[src/rtl/data_mem_ctrl.sv]
// Memory-stage data-access controller.
// Sequences one load/store at a time into a fixed-latency single-port word RAM.
// The pipeline is stalled until the access completes. The block also does RV32I
// byte/half/word lane steering for stores and sign/zero extension for loads.
module data_mem_ctrl #(
    parameter int DATA_W      = 32,
    parameter int ADDR_W      = 9,
    parameter int WAIT_CYCLES = 2
) (
    input  logic              clk,
    input  logic              reset,
    input  logic              mem_rd,
    input  logic              mem_wr,
    input  logic [2:0]        funct3,
    input  logic [ADDR_W-1:0] addr,
    input  logic [DATA_W-1:0] wr_data,
    output logic [DATA_W-1:0] rd_data,
    output logic              stall,
    output logic              access_err,
    output logic              ram_en,
    output logic              ram_we,
    output logic [3:0]        ram_be,
    output logic [ADDR_W-3:0] ram_addr,
    output logic [DATA_W-1:0] ram_wdata,
    input  logic [DATA_W-1:0] ram_rdata
);

    typedef enum logic [1:0] {
        S_IDLE  = 2'd0,
        S_ISSUE = 2'd1,
        S_WAIT  = 2'd2,
        S_DONE  = 2'd3
    } state_t;

    localparam logic [3:0] WAIT_INIT = 4'(WAIT_CYCLES);

    state_t            state_q, state_d;
    logic [3:0]        cnt_q, cnt_d;
    logic              ld_q, ld_d;
    logic [2:0]        f3_q, f3_d;
    logic [1:0]        off_q, off_d;
    logic [DATA_W-1:0] rd_data_q, rd_data_d;
    logic              ram_en_q, ram_en_d;
    logic              ram_we_q, ram_we_d;
    logic [3:0]        ram_be_q, ram_be_d;
    logic [ADDR_W-3:0] ram_addr_q, ram_addr_d;
    logic [DATA_W-1:0] ram_wdata_q, ram_wdata_d;

    logic              req;
    logic              req_ok;
    logic [3:0]        lane_be;
    logic [DATA_W-1:0] lane_wdata;
    logic [DATA_W-1:0] ld_shift;
    logic [15:0]       ld_half;
    logic [DATA_W-1:0] ld_ext;
    logic              stall_c;
    logic              err_c;

    // A store wins over a simultaneous load, so mem_wr alone selects the op type.
    assign req = mem_rd | mem_wr;

    // Legality: the funct3 must exist for the op, and the address must be naturally aligned.
    always_comb begin
        req_ok = 1'b0;
        if (mem_wr) begin
            case (funct3)
                3'b000:  req_ok = 1'b1;
                3'b001:  req_ok = ~addr[0];
                3'b010:  req_ok = (addr[1:0] == 2'b00);
                default: req_ok = 1'b0;
            endcase
        end else begin
            case (funct3)
                3'b000, 3'b100: req_ok = 1'b1;
                3'b001, 3'b101: req_ok = ~addr[0];
                3'b010:         req_ok = (addr[1:0] == 2'b00);
                default:        req_ok = 1'b0;
            endcase
        end
    end

    // Byte-lane mask and replicated store data for the requested access size.
    always_comb begin
        lane_be    = 4'b1111;
        lane_wdata = wr_data;
        case (funct3[1:0])
            2'b00: begin
                lane_be    = 4'b0001 << addr[1:0];
                lane_wdata = {4{wr_data[7:0]}};
            end
            2'b01: begin
                lane_be    = addr[1] ? 4'b1100 : 4'b0011;
                lane_wdata = {2{wr_data[15:0]}};
            end
            default: begin
                lane_be    = 4'b1111;
                lane_wdata = wr_data;
            end
        endcase
    end

    // Pick the addressed byte/half out of the returned word and extend it.
    always_comb begin
        ld_shift = ram_rdata >> {off_q, 3'b000};
        ld_half  = off_q[1] ? ram_rdata[31:16] : ram_rdata[15:0];
        case (f3_q)
            3'b000:  ld_ext = {{24{ld_shift[7]}}, ld_shift[7:0]};
            3'b100:  ld_ext = {24'd0, ld_shift[7:0]};
            3'b001:  ld_ext = {{16{ld_half[15]}}, ld_half};
            3'b101:  ld_ext = {16'd0, ld_half};
            default: ld_ext = ram_rdata;
        endcase
    end

    // FSM next-state, RAM command generation and load capture.
    always_comb begin
        state_d     = state_q;
        cnt_d       = cnt_q;
        ld_d        = ld_q;
        f3_d        = f3_q;
        off_d       = off_q;
        rd_data_d   = rd_data_q;
        ram_en_d    = 1'b0;
        ram_we_d    = 1'b0;
        ram_be_d    = 4'b0000;
        ram_addr_d  = ram_addr_q;
        ram_wdata_d = ram_wdata_q;
        stall_c     = 1'b0;
        err_c       = 1'b0;
        case (state_q)
            S_IDLE: begin
                if (req) begin
                    if (req_ok) begin
                        stall_c     = 1'b1;
                        state_d     = S_ISSUE;
                        ld_d        = ~mem_wr;
                        f3_d        = funct3;
                        off_d       = addr[1:0];
                        ram_en_d    = 1'b1;
                        ram_we_d    = mem_wr;
                        ram_be_d    = lane_be;
                        ram_addr_d  = addr[ADDR_W-1:2];
                        ram_wdata_d = mem_wr ? lane_wdata : '0;
                    end else begin
                        // Rejected in place: no RAM access, the core is not held.
                        err_c = 1'b1;
                        if (!mem_wr) rd_data_d = '0;
                    end
                end
            end
            S_ISSUE: begin
                stall_c = 1'b1;
                cnt_d   = WAIT_INIT;
                state_d = S_WAIT;
            end
            S_WAIT: begin
                stall_c = 1'b1;
                if (cnt_q != 4'd0) begin
                    cnt_d = cnt_q - 4'd1;
                end else begin
                    if (ld_q) rd_data_d = ld_ext;
                    state_d = S_DONE;
                end
            end
            S_DONE: begin
                state_d = S_IDLE;
            end
            default: state_d = S_IDLE;
        endcase
    end

    // State and output registers; reset aborts any access in flight.
    always_ff @(posedge clk or negedge reset) begin
        if (!reset) begin
            state_q     <= S_IDLE;
            cnt_q       <= 4'd0;
            ld_q        <= 1'b0;
            f3_q        <= 3'd0;
            off_q       <= 2'd0;
            rd_data_q   <= '0;
            ram_en_q    <= 1'b0;
            ram_we_q    <= 1'b0;
            ram_be_q    <= 4'b0000;
            ram_addr_q  <= '0;
            ram_wdata_q <= '0;
        end else begin
            state_q     <= state_d;
            cnt_q       <= cnt_d;
            ld_q        <= ld_d;
            f3_q        <= f3_d;
            off_q       <= off_d;
            rd_data_q   <= rd_data_d;
            ram_en_q    <= ram_en_d;
            ram_we_q    <= ram_we_d;
            ram_be_q    <= ram_be_d;
            ram_addr_q  <= ram_addr_d;
            ram_wdata_q <= ram_wdata_d;
        end
    end

    // Combinational outputs are forced low while reset is held so every output reads 0.
    assign stall      = reset & stall_c;
    assign access_err = reset & err_c;
    assign rd_data    = rd_data_q;
    assign ram_en     = ram_en_q;
    assign ram_we     = ram_we_q;
    assign ram_be     = ram_be_q;
    assign ram_addr   = ram_addr_q;
    assign ram_wdata  = ram_wdata_q;

endmodule
[config.mk]
export PLATFORM = sky130hd
export DESIGN_NAME = data_mem_ctrl
export DESIGN_NICKNAME = d
export VERILOG_FILES = /design/src/rtl/data_mem_ctrl.sv
export SDC_FILE = /design/constraint.sdc
export NUM_CORES = 1
export LEC_CHECK = 0
export ABC_AREA = 1
export CORE_MARGIN = 1.5
export CORE_UTILIZATION = 42
export CTS_BUF_LIST = sky130_fd_sc_hd__clkbuf_4 sky130_fd_sc_hd__clkbuf_8
export DETAILED_ROUTE_END_ITERATION = 8
export PLACE_DENSITY = 0.81
export SYNTH_ARGS = -nofsm -noshare
export SYNTH_HDL_FRONTEND = slang
export SYNTH_SLANG_ARGS = --single-unit
[constraint.sdc]
create_clock -name clk -period 1.7 [get_ports clk]
set_input_delay 0.425 -clock clk [delete_from_list [all_inputs] [get_ports clk]]
set_output_delay 0.425 -clock clk [all_outputs]
set_load 0.01 [all_outputs]
# After elaboration in Yosys (flattened, before gate mapping)
# Index checks and enable logic that the tools add are counted.
dict set report classes {
  eq_ne 18
  n_reduce_logical 15
  shift 2
  bitwise_logic 5
  addsub 1
  mux 34
}
# cell count
set ops {}
lappend ops {{$mux W32} 6}
lappend ops {{$pmux W32 S2} 2}
lappend ops {{$pmux W32 S4} 1}
lappend ops {{$shr A32 B5 Y8} 1}
lappend ops {{$mux W4} 5}
lappend ops {{$mux W16} 1}
lappend ops {{$pmux W4 S2} 2}
lappend ops {{$ne A2 B2 Y1 const B} 7}
lappend ops {{$eq A3 B3 Y1 const B} 4}
lappend ops {{$mux W1} 10}
lappend ops {{$pmux W2 S4} 1}
lappend ops {{$eq A3 B1 Y1 const B} 2}
lappend ops {{$logic_not A2 Y1} 3}
lappend ops {{$logic_not A3 Y1} 2}
lappend ops {{$mux W2} 3}
lappend ops {{$pmux W1 S3} 2}
lappend ops {{$reduce_and A3 Y1} 2}
lappend ops {{$reduce_and A6 Y1} 1}
lappend ops {{$reduce_or A2 Y1} 3}
lappend ops {{$eq A2 B1 Y1 const B} 2}
lappend ops {{$eq A2 B2 Y1 const B} 2}
lappend ops {{$reduce_bool A2 Y1} 2}
lappend ops {{$reduce_bool A4 Y1} 1}
lappend ops {{$shl A1 B2 Y4 const A} 1}
lappend ops {{7 further kinds} 9}
dict set report totals {
  ff_bits 89
  out_inout_bits 79
}

# Logic depth before layout (Yosys ltp)
# Gate-level depths: netlist of run 1.
dict set report logic_depth {
  ltp_word 8
  mapped_depth 11
  depth_no_buf 10
}

# Least setup slack after synthesis of run 1
# No wires, ideal clock.
dict set report synth_timing {
  path_type {input-to-output}
  start {in funct3[0]}
  end {out stall}
  cell_stages 8
  path_buffers 1
  arrival_ps 1369
  path_slack_ps -94
  path_cell_list {nor2_1 -> nand3_1 -> nand2_1 -> nand2_2 -> nand2_2 -> nand3_2 -> buf_2 -> a21oi_1}
}
dict set report synth_via {
  elab_chain_cells 8
  word_cells_on_any_way 14
  classes_between {eq/ne: 4; mux: 6; bitwise: 1; reduce/logical: 3}
}
# item line
set synth_lines {}
lappend synth_lines {{start: declaration} 14} ;# input logic [2:0] funct3,
lappend synth_lines {{$eq A3 B1 Y1 (tied with other cells)} {66, 73}}
lappend synth_lines {{$reduce_or A2 Y1} 73} ;# case (funct3)
lappend synth_lines {{$pmux W1 S3} 73}
lappend synth_lines {{$mux W1 *} 65} ;# if (mem_wr) begin
lappend synth_lines {{$mux W1 *} 133} ;# if (req_ok) begin
lappend synth_lines {{$mux W1 *} 132} ;# if (req) begin
lappend synth_lines {{$pmux W1 S2 *} 130} ;# case (state_q)
lappend synth_lines {{$and A1 B1 Y1 *} 202} ;# assign stall = reset & stall_c;
lappend synth_lines {{end: declaration} 18} ;# output logic stall,
# Mark *: on every way between the ends. The rest lies on a longest branch, timed or not.

# Final worst setup path of run 1
dict set report layout_timing {
  start {reg state_q[0]}
  end {out access_err}
}
dict set report layout_via {
  elab_chain_cells 3
}
# item line
set layout_lines {}
lappend layout_lines {{start: declaration} 37} ;# state_t state_q, state_d;
lappend layout_lines {{start signal: assignment} 187} ;# state_q <= state_d;
lappend layout_lines {{$logic_not A2 Y1} 130}
lappend layout_lines {{$mux W1} 130}
lappend layout_lines {{$and A1 B1 Y1} 203} ;# assign access_err = reset & err_c;
lappend layout_lines {{end: declaration} 19} ;# output logic access_err,
# No other way between the ends.

==> results, run 1 <==
- The pin count of the biggest net entering global routing is 53.
- The die boundary width is 107 um.
- The share of flip-flops with an asynchronous set or reset is 100%.
- The largest fanout on the critical path is 4.
- The required arrival time at the worst endpoint is 1270 ps.
- The most common library cell in the layout ignoring fill and taps is sky130_fd_sc_hd__nand2_1.
- In this run the tightest slew margin relative to its limit is 56.4%.
- The DRC marker count from the first detailed-route iteration is 226.
- The pre-CTS setup slack is -934 ps.
- The CTS sink count is 89.
- The synthesized design contains 89 register bits.
- The die boundary height is 107 um.
- The cell area that synthesis handed to floorplanning was 4500 um2.
- The post-route netlist has 20.8% of its cells at a drive strength greater than 1.
- The worst path in the final design needs a cycle of 1930 ps, including I/O delays and setup.
- The total via count in the routed design is 4,889.
- The die outline area is 11,400 um2.
- For the pin with the worst max-slew slack, the measured transition is 655 ps.
- The number of top-level pins is 159.
- Setup repair after global routing could not meet its margin everywhere.
- The overall routing resource usage is 25.9%.
- In the layout the commonest cells are sky130_fd_sc_hd__nand2_1, sky130_fd_sc_hd__dfrtp_1, sky130_fd_sc_hd__clkdlybuf4s50_1.
- For this run, the top clock speed supported by timing is 0.519 GHz.
- The sort of element at the start of the critical path is a flop.
- After layout, the worst setup slack is -226 ps.
- The leakage power total is 0.00371 uW.
- The detailed-route wire length is 14,900 um.
- The average instance in the mapped netlist occupies 7.78 um2.
- Among all flip-flop cells after synthesis, the most frequent one is sky130_fd_sc_hd__dfrtp_1.
- The later pin in the worst-skew pair is clocked with a latency of 370 ps.
- The clock passes through at most 2 buffers.
- The wire length of the first global-routing pass is 22,800 um.
- In the routed layout, each cell is associated on average with a via count of 5.22.
- Across the VDD grid, the largest voltage drop is 0.987 mV.
- Setup total negative slack on the finished layout was measured at -3480 ps.
- The placed wire-length estimate after detailed placement is 10,600 um.
- In this run, placement finished with an instance count of 905.
- The DRC violations left is 0.
- The count of endpoints failing hold in the final timing report came to 0.
- The number of antenna diodes in the final layout is 0.
- Synthesis produced a netlist with a net count of 666.
- The critical path is of the flop to output pin type.
- The total iterations of the first detailed-routing run is 5.
- The worst clock skew on the final layout is 7.95 ps.
- The final reports fail on setup timing.
- STA classifies the critical path endpoint as an output pin.
- The run finished, with violations left.
- The last weighted congestion value of the routability-driven placer is 0.878.
- The number of distinct standard cells referenced by the synthesized netlist is 32.
- Cells fill 69.2% of the core in the end.
- The layout overhead on the synthesized area is 59.3%.
- The count of final max-slew check failures is 0.
- In this run the worst hold path is classified as input port to async pin.
- In this run the tool buffered the top-level ports with 158 buffer cells.
- The sequential area share after synthesis is 49.4%.
- The final number of setup-violating endpoints is 34.
- The final period utilization is 113%.
- The count of nets left with antenna violations once routing finished came out at 0.
- The number of flops mapped to enable cells by yosys is 0.
- The arrival time of data at the critical path endpoint is 1500 ps.
- The number of clock buffers inserted by TritonCTS is 9.
- The routed wirelength normalized by instance count is 15.9 um.
- Clock-pin slew was measured on the worst setup and hold paths at 80 ps.
- The CTS tree is yes.
- The H-tree level count is 3.
- For this configuration, the core starts out at a cell density of 43.4%.
- In the final design database the tool counted 883 nets.
- The via count of the first global-routing pass was 4,826.
- The core region is 10,400 um2.
- The number of rows in the core area is 37.
- The number of synthesis warnings is 0.
- After the flow finishes, the layout carries non-filler instances totaling 936.
- The global route total overflow is 0.
- Max-cap violations in this run came to 0.
- The clock root buffer master is sky130_fd_sc_hd__clkbuf_8.
- The total power divided by cell area is 1700 nW/um2.
- The power consumption is 12,200 uW.
- In the synthesized netlist, the number of instances is 579.
- The initial antenna violation count was 0.
[power by group]
part,leakage [uW],internal (uW),switching (uW)
Combinational,0.00242,3260,3610
Sequential,0.00117,3010,571
Clock,0.000122,1010,755
Total,0.00371,7280,4940
[layout make-up]
| type | instances | area (um2) |
|---|---|---|
| sequential | 89 | 2230 |
| multi-input combinational | 424 | 2150 |
| inverter | 40 | 163 |
| clock buffer | 10 | 138 |
| tap | 136 | 170 |
| timing repair buffer | 232 | 2220 |
| clock inverter | 5 | 104 |
| fill | 867 | 3200 |
[cells by family (layout without fill, tap and decap cells)]
kind of cell / Yosys count / count (layout) / share of synthesized area [%]
xor+xnor: 2 / 2 / 0.389
flops: 89 / 89 / 49.4
fa+ha+maj: 7 / 7 / 1.94
compound gates: 121 / 121 / 15.1
simple gates: 293 / 294 / 26.7
buf+inv: 67 / 287 / 6.39
[synthesized netlist by cell type, types with 2 or more instances]
| cell | instances | area (um2) |
|---|---|---|
| sky130_fd_sc_hd__nand2_1 | 189 | 709 |
| sky130_fd_sc_hd__dfrtp_1 | 89 | 2230 |
| sky130_fd_sc_hd__o21ai_0 | 65 | 325 |
| sky130_fd_sc_hd__nor2_1 | 54 | 203 |
| sky130_fd_sc_hd__inv_1 | 33 | 124 |
| sky130_fd_sc_hd__a21oi_1 | 18 | 90.1 |
| sky130_fd_sc_hd__o211ai_1 | 16 | 120 |
| sky130_fd_sc_hd__nand3_1 | 15 | 75.1 |
| sky130_fd_sc_hd__or2_2 | 14 | 87.6 |
| sky130_fd_sc_hd__buf_2 | 13 | 65.1 |
| sky130_fd_sc_hd__nor3_1 | 12 | 60.1 |
| sky130_fd_sc_hd__o22ai_1 | 10 | 62.6 |
| sky130_fd_sc_hd__clkbuf_1 | 9 | 33.8 |
| sky130_fd_sc_hd__ha_1 | 7 | 87.6 |
| sky130_fd_sc_hd__inv_2 | 5 | 18.8 |
| sky130_fd_sc_hd__o21ai_1 | 5 | 25.0 |
| sky130_fd_sc_hd__nand2_2 | 4 | 25.0 |
| sky130_fd_sc_hd__o21ai_2 | 4 | 35.0 |
| sky130_fd_sc_hd__buf_6 | 2 | 22.5 |
| sky130_fd_sc_hd__clkinv_1 | 2 | 7.51 |
| sky130_fd_sc_hd__nand3_2 | 2 | 20.0 |
[metal layers]
| layer | track usage, % | share of wire, % | up-vias |
|---|---|---|---|
| li1 | - | - | 2305 |
| met1 | 29.9 | 38 | 2288 |
| met2 | 44.2 | 49 | 257 |
| met3 | 7.79 | 9.8 | 39 |
| met4 | 11.4 | 2.9 | 0 |
| met5 | 0 | 0 | - |
[stage by stage]
stage	hold WS (ps)	area, um2
after floorplan	129	4530
after global placement	453	6620
after detailed placement	458	6620
after CTS	127	6890
after global routing	156	7170
final	117	7170
[sequential cells by signal, summed over array words and instances (netlist names)]
register,cells
rd_data,32
ram_en,1
state_q,2
ram_addr,7
cnt_q,4
ld_q,1
ram_wdata,32
ram_we,1
f3_q,3
off_q,2
ram_be,4
[path summary, 6_finish.rpt]
check	from	end	slack, ps	cells after the start
worst min register to register	ram_wdata[1]	ram_wdata[1]	470	2
worst max-delay path	state_q[0]	access_err	-230	5
worst min-delay path	reset	rd_data[30]	120	2
max in group asynchronous	reset	state_q[1]	560	3
min in group clk	addr[1]	ram_be[3]	400	3
worst max register to register	state_q[0]	rd_data[7]	-120	12
[what timing repair did]
action	4_1_cts	5_1_grt
resized for setup	146	52
pin swaps	12	10
cloned	0	5
buffers inserted	2	9
endpoints found under the setup margin	157	74
hold buffers	0	0
[worst max-delay path, stage by stage (launching register included)]
cell                      delay [ps]
sky130_fd_sc_hd__dfrtp_1         440
sky130_fd_sc_hd__inv_2           100
sky130_fd_sc_hd__ha_4            140
sky130_fd_sc_hd__inv_1            70
sky130_fd_sc_hd__nor4_2          190
sky130_fd_sc_hd__buf_2           190
Power figures use the tool's default switching activity.
==> run 2: changes to the inputs <==
--- a/config.mk
+++ b/config.mk
@@ -6,8 +6,10 @@
 export NUM_CORES = 1
 export LEC_CHECK = 0
 export ABC_AREA = 1
+export CELL_PAD_IN_SITES_DETAIL_PLACEMENT = 1
+export CELL_PAD_IN_SITES_GLOBAL_PLACEMENT = 2
 export CORE_MARGIN = 1.5
-export CORE_UTILIZATION = 42
+export CORE_UTILIZATION = 23
 export CTS_BUF_LIST = sky130_fd_sc_hd__clkbuf_4 sky130_fd_sc_hd__clkbuf_8
 export DETAILED_ROUTE_END_ITERATION = 8
 export PLACE_DENSITY = 0.81
==> run 2 against run 1 <==
Against the previous run: power up 7.2%; routed wire length rose by 24%; fmax is 2.2% higher; final cell count increased by 14%; utilization fell by 30 points; via count shrank 0.94%; clock skew up 6.5 ps; the flow still finishes with violations (setup timing); largest cell class is now non-clock buffers; sequential share of layout area down 1.7 points; cell area increased by 5.7%; register-to-register slack got worse by 60 ps; worst setup slack gained 42 ps; sequential cell count did not move.
==> results, run 2 (synthesis results as in run 1) <==
- The run finished, with violations left.
- The final reports fail on setup timing.
- The leakage power total is 0.00381 uW (+2.6%).
- The core outline area is 19,300 um2 (+86%).
- The count of nets after finishing is 888 (+0.57%).
- The total of hold buffers inserted after clock tree synthesis is 0 (unchanged).
- Among the stages of the critical path, the cell type that occurs most often is sky130_fd_sc_hd__buf_6.
- The die boundary width is 143 um (+34%).
- The number of max-cap violations is 0 (unchanged).
- The H-tree level count is 3 (unchanged).
- The count of final max-slew check failures was 0 (unchanged).
- The largest buffer count on any clock path was 2 (unchanged).
- From synthesis to final layout, the design area changed by 68.4%.
- The global-route track usage on met1 was 21.7% (-8.2 points).
- The initial standard-cell utilization of the core came to 23.3% (-20 points).
- The met2 demand-to-capacity share in global routing is 31.6% (-13 points).
- The slowest stage of the critical path belongs to the cell sky130_fd_sc_hd__dfrtp_1.
- The routed wirelength normalized by instance count is 17.2 um (+8.3%).
- The die boundary height is 143 um (+34%).
- The clock transition at the registers of the reported paths came to 100 ps (+20 ps).
- The combinational fraction of design power was 59.8% (+3.6 points).
- The CTS sink count is 89 (unchanged).
- The fraction of power consumed by sequential logic is 28.0% (-1.3 points).
- The final period utilization came to 111% (-2.5 points).
- The total via count in the routed design is 4,843 (-0.94%).
- The global routing usage on met3 came to 4.76% (-3.0 points).
- The largest fanout on the critical path is 3 (-1).
- The number of diodes is 0 (unchanged).
- The switching power share of the total is 42.9% (+2.5 points).
- The normalized max-slew margin is 49.8% (-6.6 points).
- The wire length of the first global-routing pass came to 28,300 um (+24%).
- The worst clock skew on the final layout is 14.5 ps (+6.53 ps).
- The number of rows in the core area is 51 (+38%).
- The clock share of power came to 12.1% (-2.3 points).
- The arrival time of data at the critical path endpoint was 1460 ps (-40 ps).
- The pin count of the biggest net entering global routing is 55 (+3.8%).
- met2 is the most crowded layer.
- The required arrival time at the worst endpoint came to 1270 ps (about the same).
- The layout cell share with drive strength beyond 1 was 25.1% (+4.3 points).
- TritonCTS built the clock tree.
- The pre-CTS setup slack is -1010 ps (-75.3 ps).
- The time the worst path needs with I/O delays and setup is 1880 ps (-41.9 ps).
- The DRC marker count from the first detailed-route iteration is 171 (-24%).
- The ratio of routed vias to standard cells is 4.52 (-13%).
- The power consumption was 13,100 uW (+7.2%).
- The total iterations of the first detailed-routing run is 4 (-1).
- The port buffer count was 158 (unchanged).
- The library cell used most frequently in the layout, excluding fill and tap cells, is sky130_fd_sc_hd__nand2_1.
- The critical path depth in cells is 6 (+1).
- The detailed-route wire length is 18,400 um (+24%).
- The overall routing resource usage is 18.1% (-7.8 points).
- The final number of setup-violating endpoints was 61 (+79%).
- The combined area of the multi-input logic cells was 2320 um2 (+7.6%).
- The die outline area is 20,400 um2 (+80%).
- The design area came to 7580 um2 (+5.7%).
- The tightest min-delay check is of the input port to async pin type.
- The DRC violations left is 0 (unchanged).
- The global route total overflow is 0 (unchanged).
- Setup repair after global routing could not meet its margin everywhere.
- The largest stage delay on the critical path is 420 ps (-20 ps).
- The via count of the first global-routing pass is 5,249 (+8.8%).
- The initial antenna violation count was 0 (unchanged).
- The placed wire-length estimate after detailed placement is 12,900 um (+22%).
- The peak ir drop on the vdd network came to 0.488 mV (-51%).
- The number of top-level pins is 159 (unchanged).
- The number of routed nets with antenna violations is 0 (unchanged).
- The setup slack of the critical path after layout is -184 ps (+41.9 ps).
- The worst setup path is captured at an output pin.
- The number of clock buffers inserted by TritonCTS was 9 (unchanged).
- The clock root buffer master is sky130_fd_sc_hd__clkbuf_8.
- The placed instance area was 6830 um2 (+3.2%).
- The slew of the pin with the lowest slew margin is 754 ps (+99.1 ps).
- The buffers plus inverters on the worst setup path was 3 (unchanged).
- The top cell family by delay on the critical path is flip-flops.
- The last weighted congestion value of the routability-driven placer came to 0.839 (-4.5%).
- The total power divided by cell area is 1730 nW/um2 (+1.4%).
- The number of filler instances in the final layout was 2,319 (+170%).
- The signal on the critical path passes through inv_2 > ha_4 > buf_6 > nand3_4 > a21oi_4 > buf_6.
- The critical path is of the flop to output pin type.
- The cell-internal power is 7470 uW (+2.7%).
- The worst setup path is launched from a flop.
- The achievable frequency is 0.531 GHz (+2.2%).
- The count of endpoints failing hold in the final timing report is 0 (unchanged).
- The count of cells along the worst register-to-register path is 12 (unchanged).
- In the layout the commonest cells are sky130_fd_sc_hd__nand2_1, sky130_fd_sc_hd__dfrtp_1, sky130_fd_sc_hd__dlygate4sd2_1.
- The clock insertion delay at the later pin of the skew report is 380 ps (about the same).
- The power spent charging and discharging nets is 5620 uW (+14%).
- The total area of sequential cells is 2230 um2 (unchanged).
==> run 2: cell count changes in the layout (fill, tap and decap cells not counted), moves of 3 or more <==
cell                              before  now
sky130_fd_sc_hd__clkdlybuf4s50_1      76   72
sky130_fd_sc_hd__nand2_1             173  159
sky130_fd_sc_hd__dlygate4sd2_1        69   77
sky130_fd_sc_hd__buf_4                56   53
sky130_fd_sc_hd__o21ai_2               9   26
sky130_fd_sc_hd__nand2_2              16   22
sky130_fd_sc_hd__nor2_2                3    0
sky130_fd_sc_hd__buf_12                4   11
sky130_fd_sc_hd__o21ai_4               0    3
sky130_fd_sc_hd__nand2_4               4   11
sky130_fd_sc_hd__o21ai_0              42   20
sky130_fd_sc_hd__dlymetal6s2s_1        5    1
==> run 2: metal layers <==
metal,wire length (um),vias to the layer above,part of all wire [%]
met2,9190,143,50
met3,1200,22,6.5
met4,301,0,1.6
li1,-,2309,-
met5,0,-,0
met1,7740,2369,42
==> run 2: repair_timing <==
item / in CTS / in global routing
pin swaps: 17 / 21
endpoints found under the setup margin: 164 / 87
gates resized for setup: 182 / 84
buffers inserted: 10 / 10
gates cloned: 6 / 3
hold endpoints to repair: 0 / 0
==> run 2: path summary, 6_finish.rpt <==
kind / from / endpoint / slack, ps
min: reset / rd_data[12] / 110
max: state_q[1] / stall / -180
max reg2reg: state_q[1] / rd_data[25] / -180
min in group clk: addr[1] / ram_be[3] / 410
max in group asynchronous: reset / rd_data[30] / 440
min reg2reg: ram_wdata[6] / ram_wdata[6] / 480
==> run 2: cell type report <==
class | instances | share of cell area (%)
clock buffer | 10 | 1.81
clock inverter | 6 | 0.874
inverter | 40 | 2.05
multi-input combinational | 423 | 30.5
sequential | 89 | 29.4
tap | 265 | 4.37
timing repair buffer | 238 | 31.0
==> run 2: power by group through the flow <==
stage / registers (uW) / logic, uW / clock network [uW]
floorplan: 3890 / 2750 / 0
global placement: 3630 / 6350 / 0
detailed placement: 3670 / 6530 / 0
CTS: 3620 / 7250 / 1640
global route: 3800 / 8530 / 1730
finish: 3670 / 7830 / 1590
==> run 2: stage by stage <==
stage                     TNS, ps  hold WS [ps]  cells  util (%)
after floorplan             -10.9           129    579         -
after global placement     -50070           457   1034      35.3
after detailed placement   -57150           464   1034      35.3
after CTS                   -5450           130   1065      37.9
after global routing       -10990           137   1071      39.2
final                       -4680           113   1071      39.2
